===== config.mk =====
export PLATFORM = sky130hd
export DESIGN_NAME = half_adder_flat
export DESIGN_NICKNAME = d
export VERILOG_FILES = /design/src/rtl/half_adder_if.sv /design/src/rtl/half_adder.sv /design/src/flat_wrapper.sv
export SDC_FILE = /design/constraint.sdc
export NUM_CORES = 1
export LEC_CHECK = 0
export ABC_AREA = 1
export CORE_AREA = 2 2 39 41
export DETAILED_ROUTE_END_ITERATION = 10
export DIE_AREA = 0 0 41 43
export SETUP_SLACK_MARGIN = 0.02
export SYNTH_ARGS = -nofsm -noshare
export SYNTH_HDL_FRONTEND = slang
export SYNTH_SLANG_ARGS = --single-unit

===== constraint.sdc =====
create_clock -name clk -period 0.8 [get_ports clk]
set_input_delay 0.2 -clock clk [delete_from_list [all_inputs] [get_ports clk]]
set_output_delay 0.2 -clock clk [all_outputs]
set_load 0.03 [all_outputs]

===== src/rtl/half_adder_if.sv =====
// Operand/result bundle for the half_adder cell: operands with their qualifier,
// plus the combinational and registered results.
interface half_adder_if #(
  parameter int WIDTH = 1
);
  logic [WIDTH-1:0] a;
  logic [WIDTH-1:0] b;
  logic             in_valid;
  logic [WIDTH-1:0] s;
  logic [WIDTH-1:0] c;
  logic [WIDTH-1:0] s_q;
  logic [WIDTH-1:0] c_q;
  logic             out_valid;

  // The master supplies operands and consumes results; the adder cell is the slave.
  modport master (
    output a, b, in_valid,
    input  s, c, s_q, c_q, out_valid
  );

  modport slave (
    input  a, b, in_valid,
    output s, c, s_q, c_q, out_valid
  );
endinterface : half_adder_if


===== src/rtl/half_adder.sv =====
// Bit-parallel half adder: independent lanes, each sum = a ^ b and carry = a & b,
// with a zero-latency result and a one-cycle registered copy plus valid flag.
module half_adder #(
  parameter int WIDTH = 1
) (
  input  logic       clk,
  input  logic       rst,
  half_adder_if.slave bus
);

  // Lane count is bounded by the 18-bit datapath this cell lives in.
  if (WIDTH < 1 || WIDTH > 18) begin : g_bad_width
    $error("half_adder: WIDTH must be in 1..18");
  end

  logic [WIDTH-1:0] sum;
  logic [WIDTH-1:0] carry;
  logic [WIDTH-1:0] sum_q;
  logic [WIDTH-1:0] carry_q;
  logic             valid_q;

  // Pure bitwise operators: no lane can influence its neighbour.
  assign sum   = bus.a ^ bus.b;
  assign carry = bus.a & bus.b;

  // NOTE: state is written with non-blocking assignments so every flop samples
  // the pre-edge values of its inputs, independent of statement order.
  always_ff @(posedge clk or posedge rst) begin
    if (rst) begin
      sum_q   <= '0;
      carry_q <= '0;
      valid_q <= 1'b0;
    end else begin
      valid_q <= bus.in_valid;
      // Without a new operand the last result is held; only the flag drops.
      if (bus.in_valid) begin
        sum_q   <= sum;
        carry_q <= carry;
      end
    end
  end

  assign bus.s         = sum;
  assign bus.c         = carry;
  assign bus.s_q       = sum_q;
  assign bus.c_q       = carry_q;
  assign bus.out_valid = valid_q;

endmodule : half_adder


===== src/flat_wrapper.sv =====
// flat-port wrapper written by rule: the top's interface ports become plain ports
module half_adder_flat 
#(
  parameter int WIDTH = 1
)
  (clk, rst, bus_a, bus_b, bus_in_valid, bus_s, bus_c, bus_s_q, bus_c_q, bus_out_valid);
  half_adder_if #(.WIDTH(WIDTH)) bus_i ();
  input  logic clk;
  input  logic rst;
  input wire logic [$bits(bus_i.a)-1:0] bus_a;
  input wire logic [$bits(bus_i.b)-1:0] bus_b;
  input wire logic [$bits(bus_i.in_valid)-1:0] bus_in_valid;
  output wire logic [$bits(bus_i.s)-1:0] bus_s;
  output wire logic [$bits(bus_i.c)-1:0] bus_c;
  output wire logic [$bits(bus_i.s_q)-1:0] bus_s_q;
  output wire logic [$bits(bus_i.c_q)-1:0] bus_c_q;
  output wire logic [$bits(bus_i.out_valid)-1:0] bus_out_valid;
  assign bus_i.a = bus_a;
  assign bus_i.b = bus_b;
  assign bus_i.in_valid = bus_in_valid;
  assign bus_s = bus_i.s;
  assign bus_c = bus_i.c;
  assign bus_s_q = bus_i.s_q;
  assign bus_c_q = bus_i.c_q;
  assign bus_out_valid = bus_i.out_valid;
  half_adder #(.WIDTH(WIDTH)) u_core (.clk(clk), .rst(rst), .bus(bus_i));
endmodule

==> results of run 1 <==
[routing by layer]
layer  wire [um]  up-vias
li1            -       66
met5           0        -
met1         119       59
met4          19        0
met2         152       10
met3          42        2
[cell usage in the layout (no fill, tap or decap)]
master | Yosys | layout
inv_1 | 2 | 2
clkdlybuf4s50_1 | 0 | 1
dfrtp_1 | 3 | 3
buf_4 | 0 | 3
clkbuf_4 | 0 | 3
buf_6 | 0 | 7
dlygate4sd2_1 | 0 | 1
clkbuf_1 | 0 | 1
ha_4 | 0 | 1
nand2_1 | 6 | 6
[what timing repair did]
| action | CTS | global route |
|---|---|---|
| pin swaps | 1 | 1 |
| setup buffers | 1 | 1 |
| endpoints found under the setup margin | 7 | 5 |
| gates resized for setup | 16 | 0 |
[through the flow]
| stage | setup slack, ps | area (sq um) |
|---|---|---|
| 6_report | -164 | 297 |
| 5_1_grt | -184 | 297 |
| 4_1_cts | -162 | 289 |
| 3_5_place_dp | -485 | 235 |
| 3_3_place_gp | -483 | 235 |
| 2_1_floorplan | 71.0 | 130 |
[report_power, final]
part	internal (mW)	total, mW	switching (mW)	leakage (nW)
Combinational	0.0828	0.158	0.0751	0.102
Sequential	0.165	0.173	0.00805	0.0369
Clock	0.187	0.268	0.0814	0.0150
Total	0.435	0.600	0.165	0.154
[cell families after synthesis]
family / after synthesis / share of synthesized area [%]
buffers and inverters: 2 / 6.39
adders and majority gates: 1 / 10.6
and+or+nand+nor: 6 / 19.1
DFF: 3 / 63.8
[final cells by class]
cell class | instances | area (sq um) | area share, %
Clock buffer | 4 | 26.3 | 8.86
Inverter | 2 | 7.51 | 2.53
Multi-Input combinational cell | 7 | 47.5 | 16.0
Sequential cell | 3 | 75.1 | 25.3
Tap cell | 16 | 20.0 | 6.75
Timing Repair Buffer | 12 | 120 | 40.5
[path summary, 6_finish.rpt]
check	startpoint	to	slack, ps	cells past startpoint
worst max-delay path	u_core.bus.c_q	bus_c_q	-160	1
worst min-delay path	rst	u_core.bus.c_q	140	2
worst max register to register	u_core.bus.c_q	u_core.bus.c_q	190	2
worst min register to register	u_core.bus.s_q	u_core.bus.s_q	490	2
max in group asynchronous	rst	u_core.bus.out_valid	530	2
min in group clk	bus_in_valid	u_core.bus.out_valid	300	1
[sequential cells by signal (all words and copies together) (netlist names)]
name,count
u_core.bus.c_q,1
u_core.bus.s_q,1
u_core.bus.out_valid,1
==> metrics.md, run 1 <==
| Metric | Value |
|---|---|
| Clock Pin Slew Worst Setup and Hold Paths | 40 ps |
| Post-synth ARST share | 100% |
| Count leader, synth | nand2_1 |
| Area of the core | 1380 sq um |
| Startpoint Class | flop |
| Worst skew pair latency | 230 ps |
| TNS Setup | -514 ps |
| Final Hold Vio Count | 0 |
| Power Density | 2020 nW/um^2 |
| DRC | 0 |
| Final setup violation count | 4 |
| # hold bufs at CTS | 0 |
| Main flop type after synthesis | dfrtp_1 |
| Power consumption | 0.600 mW |
| Port-buffer cells | 9 |
| CP peak stage delay | 380 ps |
| Setup Skew | 0 ps |
| Root buffer cell | clkbuf_4 |
| Mapped Area | 118 sq um |
| Leak pwr | 0.154 nW |
| Worst hold path type | primary input to asynchronous set/reset pin |
| Syn. warnings | 0 |
| Pre-antenna DRT Iters | 1 |
| HPWL Detailed | 217 um |
| Total Die Area | 1760 sq um |
| CTS tree | yes |
| Crit-path cells | buf_6 |
| Slowest CP cell | dfrtp_1 |
| Avg WL per Cell | 7.57 um |
| Final Core Density | 21.4% |
| Yosys top cell by area | dfrtp_1 |
| H-Tree Depth | 1 |
| ANT nets after route | 0 |
| Iteration-0 DRC Markers | 0 |
| Initial Utilization | 8.50% |
| EDFF count, synth | 0 |
| Register area share after synthesis | 63.8% |
| Ratio of cells with drive above 1 in the final layout | 50.0% |
| Total Routing Usage GR | 5.42% |
| Gate count after technology mapping | 12 |
| Initial antenna violation count | 0 |
| Crit share post-route | 120% |
| Top-area cell type share of the netlist area | 63.8% |
| Outcome | finished with violations |
| Setup crit end kind | primary output |
| Vias per cell | 3.11 |
| Failing checks | negative setup slack |
| Via count | 137 |
| Syn nets | 18 |
| Family with the most delay on the worst path | flip-flops |
| VDD IR max | 0.000279 V |
| Slack of the critical path | -164 ps |
| Final min period | 964 ps |
| Avg Cell Area, Syn | 9.80 sq um |
| Clock sink count | 3 |
| Pin count of the biggest net entering global routing | 5 |
| Layout area overhead | 152% |
| Slew Viols, Final | 0 |
| Row cnt | 14 |
| Arr. time, crit path | 760 ps |
| Met2 Use GR | 6.88% |
| Synth cell count leaders | 6 x nand2_1, 3 x dfrtp_1, 2 x inv_1 |
| Post-synthesis register bit count | 3 |
| Grt peak-use layer | met4 |
| GRT overflow | 0 |
| Final nets | 35 |
| Hold Slack | 138 ps |
| I/O pins | 10 |
| CP Data Required Time | 600 ps |
| Post-Route WL | 333 um |
| Met3 GRT Util | 1.57% |
| Final non-filler cell total | 44 |
| Die span in y | 43 um |
| Critical path type | flop to primary output |
| Synth area leaders | dfrtp_1 64%, nand2_1 19%, ha_1 11% |
| Routability Congestion | 0.551 |
| RSZ-0062 raised after global routing | yes |
| TritonCTS buffer count | 3 |
| Filler Cell Count | 161 |
| Crit path buf inv count | 1 |
| Headroom to the max-slew limit | 89.5% |
| Placed Cells | 38 |
| First-pass GRT wire length | 552 um |
| Die Span X | 41 um |
| Antenna cells | 0 |
| Yosys cell types | 4 |
| M1 GR Usage | 4.49% |
| MaxCap Viol Count | 0 |
| CTS max path bufs | 2 |
| Fmax | 1040 MHz |
| Vias in the first global route | 158 |
| Critical Path Fanout Max | 2 |
| Slew @ Worst Pin | 157 ps |
(Power assumes the default switching activity.)
==> run 2, diff against run 1 <==
==> constraint.sdc (replaced) <==
create_clock -name clk -period 1.1 [get_ports clk]
set_input_delay 0.275 -clock clk [delete_from_list [all_inputs] [get_ports clk]]
set_output_delay 0.275 -clock clk [all_outputs]
set_load 0.03 [all_outputs]
==> run 2 against run 1 <==
Effect of this change:
- the flow now finishes without violations
- sequential share of layout area rose by 3.3 points
- power down 30%
- flip-flop and latch count did not move
- cell area down 11%
- first-iteration DRC count unchanged
- worst hold slack improved by 71 ps
- critical path depth stayed put
- die area unchanged
- largest cell class unchanged
- clock power fell by 28%
- largest power group unchanged
==> metrics.md, run 2 (synthesis gave the netlist of run 1 again) <==
| Metric | Value |
|---|---|
| Layout area overhead | 123% (was 152%) |
| Area of the core | 1380 sq um (unchanged) |
| Row cnt | 14 (unchanged) |
| Slowest CP cell | dfrtp_1 (unchanged) |
| Post-route cell area | 263 sq um (was 297 sq um) |
| Final min period | 1050 ps |
| First-pass GRT wire length | 455 um (was 552 um) |
| Slew @ Worst Pin | 137 ps (was 157 ps) |
| ANT nets after route | 0 (unchanged) |
| Power Density | 1590 nW/um^2 (was 2020 nW/um^2) |
| Filler Cell Count | 164 (was 161) |
| GRT overflow | 0 (unchanged) |
| Via count | 131 (was 137) |
| CP Data Required Time | 820 ps (was 600 ps) |
| FF-to-FF setup slack | 510 ps (was 190 ps) |
| Final nets | 34 (was 35) |
| Crit share post-route | 95.1% |
| Clock sink count | 3 (unchanged) |
| Dpl cell area | 223 sq um (was 235 sq um) |
| Avg WL per Cell | 6.63 um (was 7.57 um) |
| Port-buffer cells | 9 (unchanged) |
| Outcome | completed (was finished with violations) |
| Initial Utilization | 8.50% (unchanged) |
| TNS Setup | 0 ps (was -514 ps) |
| Pre-antenna DRT Iters | 1 (unchanged) |
| Worst hold path type | primary input to asynchronous set/reset pin (unchanged) |
| I/O pins | 10 (unchanged) |
| Headroom to the max-slew limit | 90.8% (was 89.5%) |
| RR Endpoint | u_core.bus.s_q (was u_core.bus.c_q) |
| Total Die Area | 1760 sq um (unchanged) |
| MaxCap Viol Count | 0 (unchanged) |
| CTS tree | yes (unchanged) |
| Fmax | 956 MHz |
| Final Core Density | 19.0% (was 21.4%) |
| TritonCTS buffer count | 3 (unchanged) |
| Antenna cells | 0 (unchanged) |
| CP peak stage delay | 370 ps (was 380 ps) |
| Arr. time, crit path | 770 ps (was 760 ps) |
| Post-Route WL | 285 um (was 333 um) |
| Crit-path cells | buf_4 (was buf_6) |
| Most frequent cells in the layout | 6 x nand2_1, 6 x buf_4, 3 x clkbuf_4, 3 x dfrtp_1 (was 7 x buf_6, 6 x nand2_1, 3 x clkbuf_4, 3 x buf_4, 3 x dfrtp_1) |
| Final Hold Vio Count | 0 (unchanged) |
| Setup crit end kind | primary output (unchanged) |
| DRC | 0 (unchanged) |
| Root buffer cell | clkbuf_4 (unchanged) |
| Hold Slack | 209 ps (was 138 ps) |
| Placed Cells | 38 (unchanged) |
| Vias in the first global route | 140 (was 158) |
| Register-to-Register Path Depth | 2 (unchanged) |
| Die Span X | 41 um (unchanged) |
| RSZ-0062 raised after global routing | no (was yes) |
| Crit path buf inv count | 1 (unchanged) |
| Worst skew pair latency | 230 ps (about the same) |
| Setup Skew | 0 ps (unchanged) |
| Leak pwr | 0.139 nW (was 0.154 nW) |
| Family with the most delay on the worst path | flip-flops (unchanged) |
| Ratio of cells with drive above 1 in the final layout | 48.1% (was 50.0%) |
| Final non-filler cell total | 43 (was 44) |
| Die span in y | 43 um (unchanged) |
| Critical path type | flop to primary output (unchanged) |
| Initial antenna violation count | 0 (unchanged) |
| Slew Viols, Final | 0 (unchanged) |
| Routability Congestion | 0.553 (was 0.551) |
| H-Tree Depth | 1 (unchanged) |
| Iteration-0 DRC Markers | 0 (unchanged) |
| VDD IR max | 0.000191 V (was 0.000279 V) |
| CTS max path bufs | 2 (unchanged) |
| Critical Path Fanout Max | 2 (unchanged) |
| Startpoint Class | flop (unchanged) |
| R2r startpoint | u_core.bus.s_q (was u_core.bus.c_q) |
| Final setup violation count | 0 (was 4) |
| Total Routing Usage GR | 4.71% (was 5.42%) |
| Vias per cell | 3.05 (was 3.11) |
| Clock Pin Slew Worst Setup and Hold Paths | 40 ps (about the same) |
| Pin count of the biggest net entering global routing | 5 (unchanged) |
## run 2: changes by cell type in the layout (fill, tap and decap cells not counted)
| cell | previous run | this run |
|---|---|---|
| dlygate4sd2_1 | 1 | 0 |
| buf_2 | 0 | 2 |
| buf_6 | 7 | 1 |
| clkdlybuf4s50_1 | 1 | 2 |
| buf_4 | 3 | 6 |
## run 2: what timing repair did
| item | 4_1_cts | 5_1_grt |
|---|---|---|
| setup endpoints to repair | 3 | 0 |
| hold buffers | 0 | 0 |
| resized for setup | 10 | 0 |
| setup buffers | 1 | 0 |
## run 2: how the worst max path moves through the flow
stage	start	slack, ps	depth (start not counted)	end
3_5_place_dp	bus_b	-330	3	bus_s
6_report	u_core.bus.s_q	50	1	bus_s_q
5_1_grt	u_core.bus.c_q	20	1	bus_c_q
3_3_place_gp	bus_b	-340	3	bus_s
2_1_floorplan	bus_b	120	1	bus_s
4_1_cts	u_core.bus.s_q	40	1	bus_s_q
## run 2: per-layer routing
layer / vias up / part of all wire (%) / routed length (um) / global-route usage (%)
met4: 0 / 6.7 / 19 / 10.0
li1: 65 / - / - / -
met5: - / 0 / 0 / 0
met2: 10 / 38 / 109 / 5.00
met1: 54 / 41 / 118 / 4.17
met3: 2 / 13 / 38 / 1.57
## run 2: area by class of cell
type,instances,area [sq um],area share [%]
timing repair buffer,11,86.3,32.9
sequential,3,75.1,28.6
multi-input combinational,7,47.5,18.1
clock buffer,4,26.3,10.0
tap,16,20.0,7.62
inverter,2,7.51,2.86
## run 2: power breakdown
part / internal [mW] / switching (mW) / leakage [nW]
logic: 0.0475 / 0.0526 / 0.0869
registers: 0.120 / 0.00433 / 0.0369
clock network: 0.136 / 0.0577 / 0.0150
## run 2: stage by stage
stage | setup slack [ps] | total power, mW
CTS | 43.6 | 0.427
global route | 23.2 | 0.448
floorplan | 119 | 0.172
detailed placement | -332 | 0.217
global placement | -344 | 0.217
finish | 53.4 | 0.418
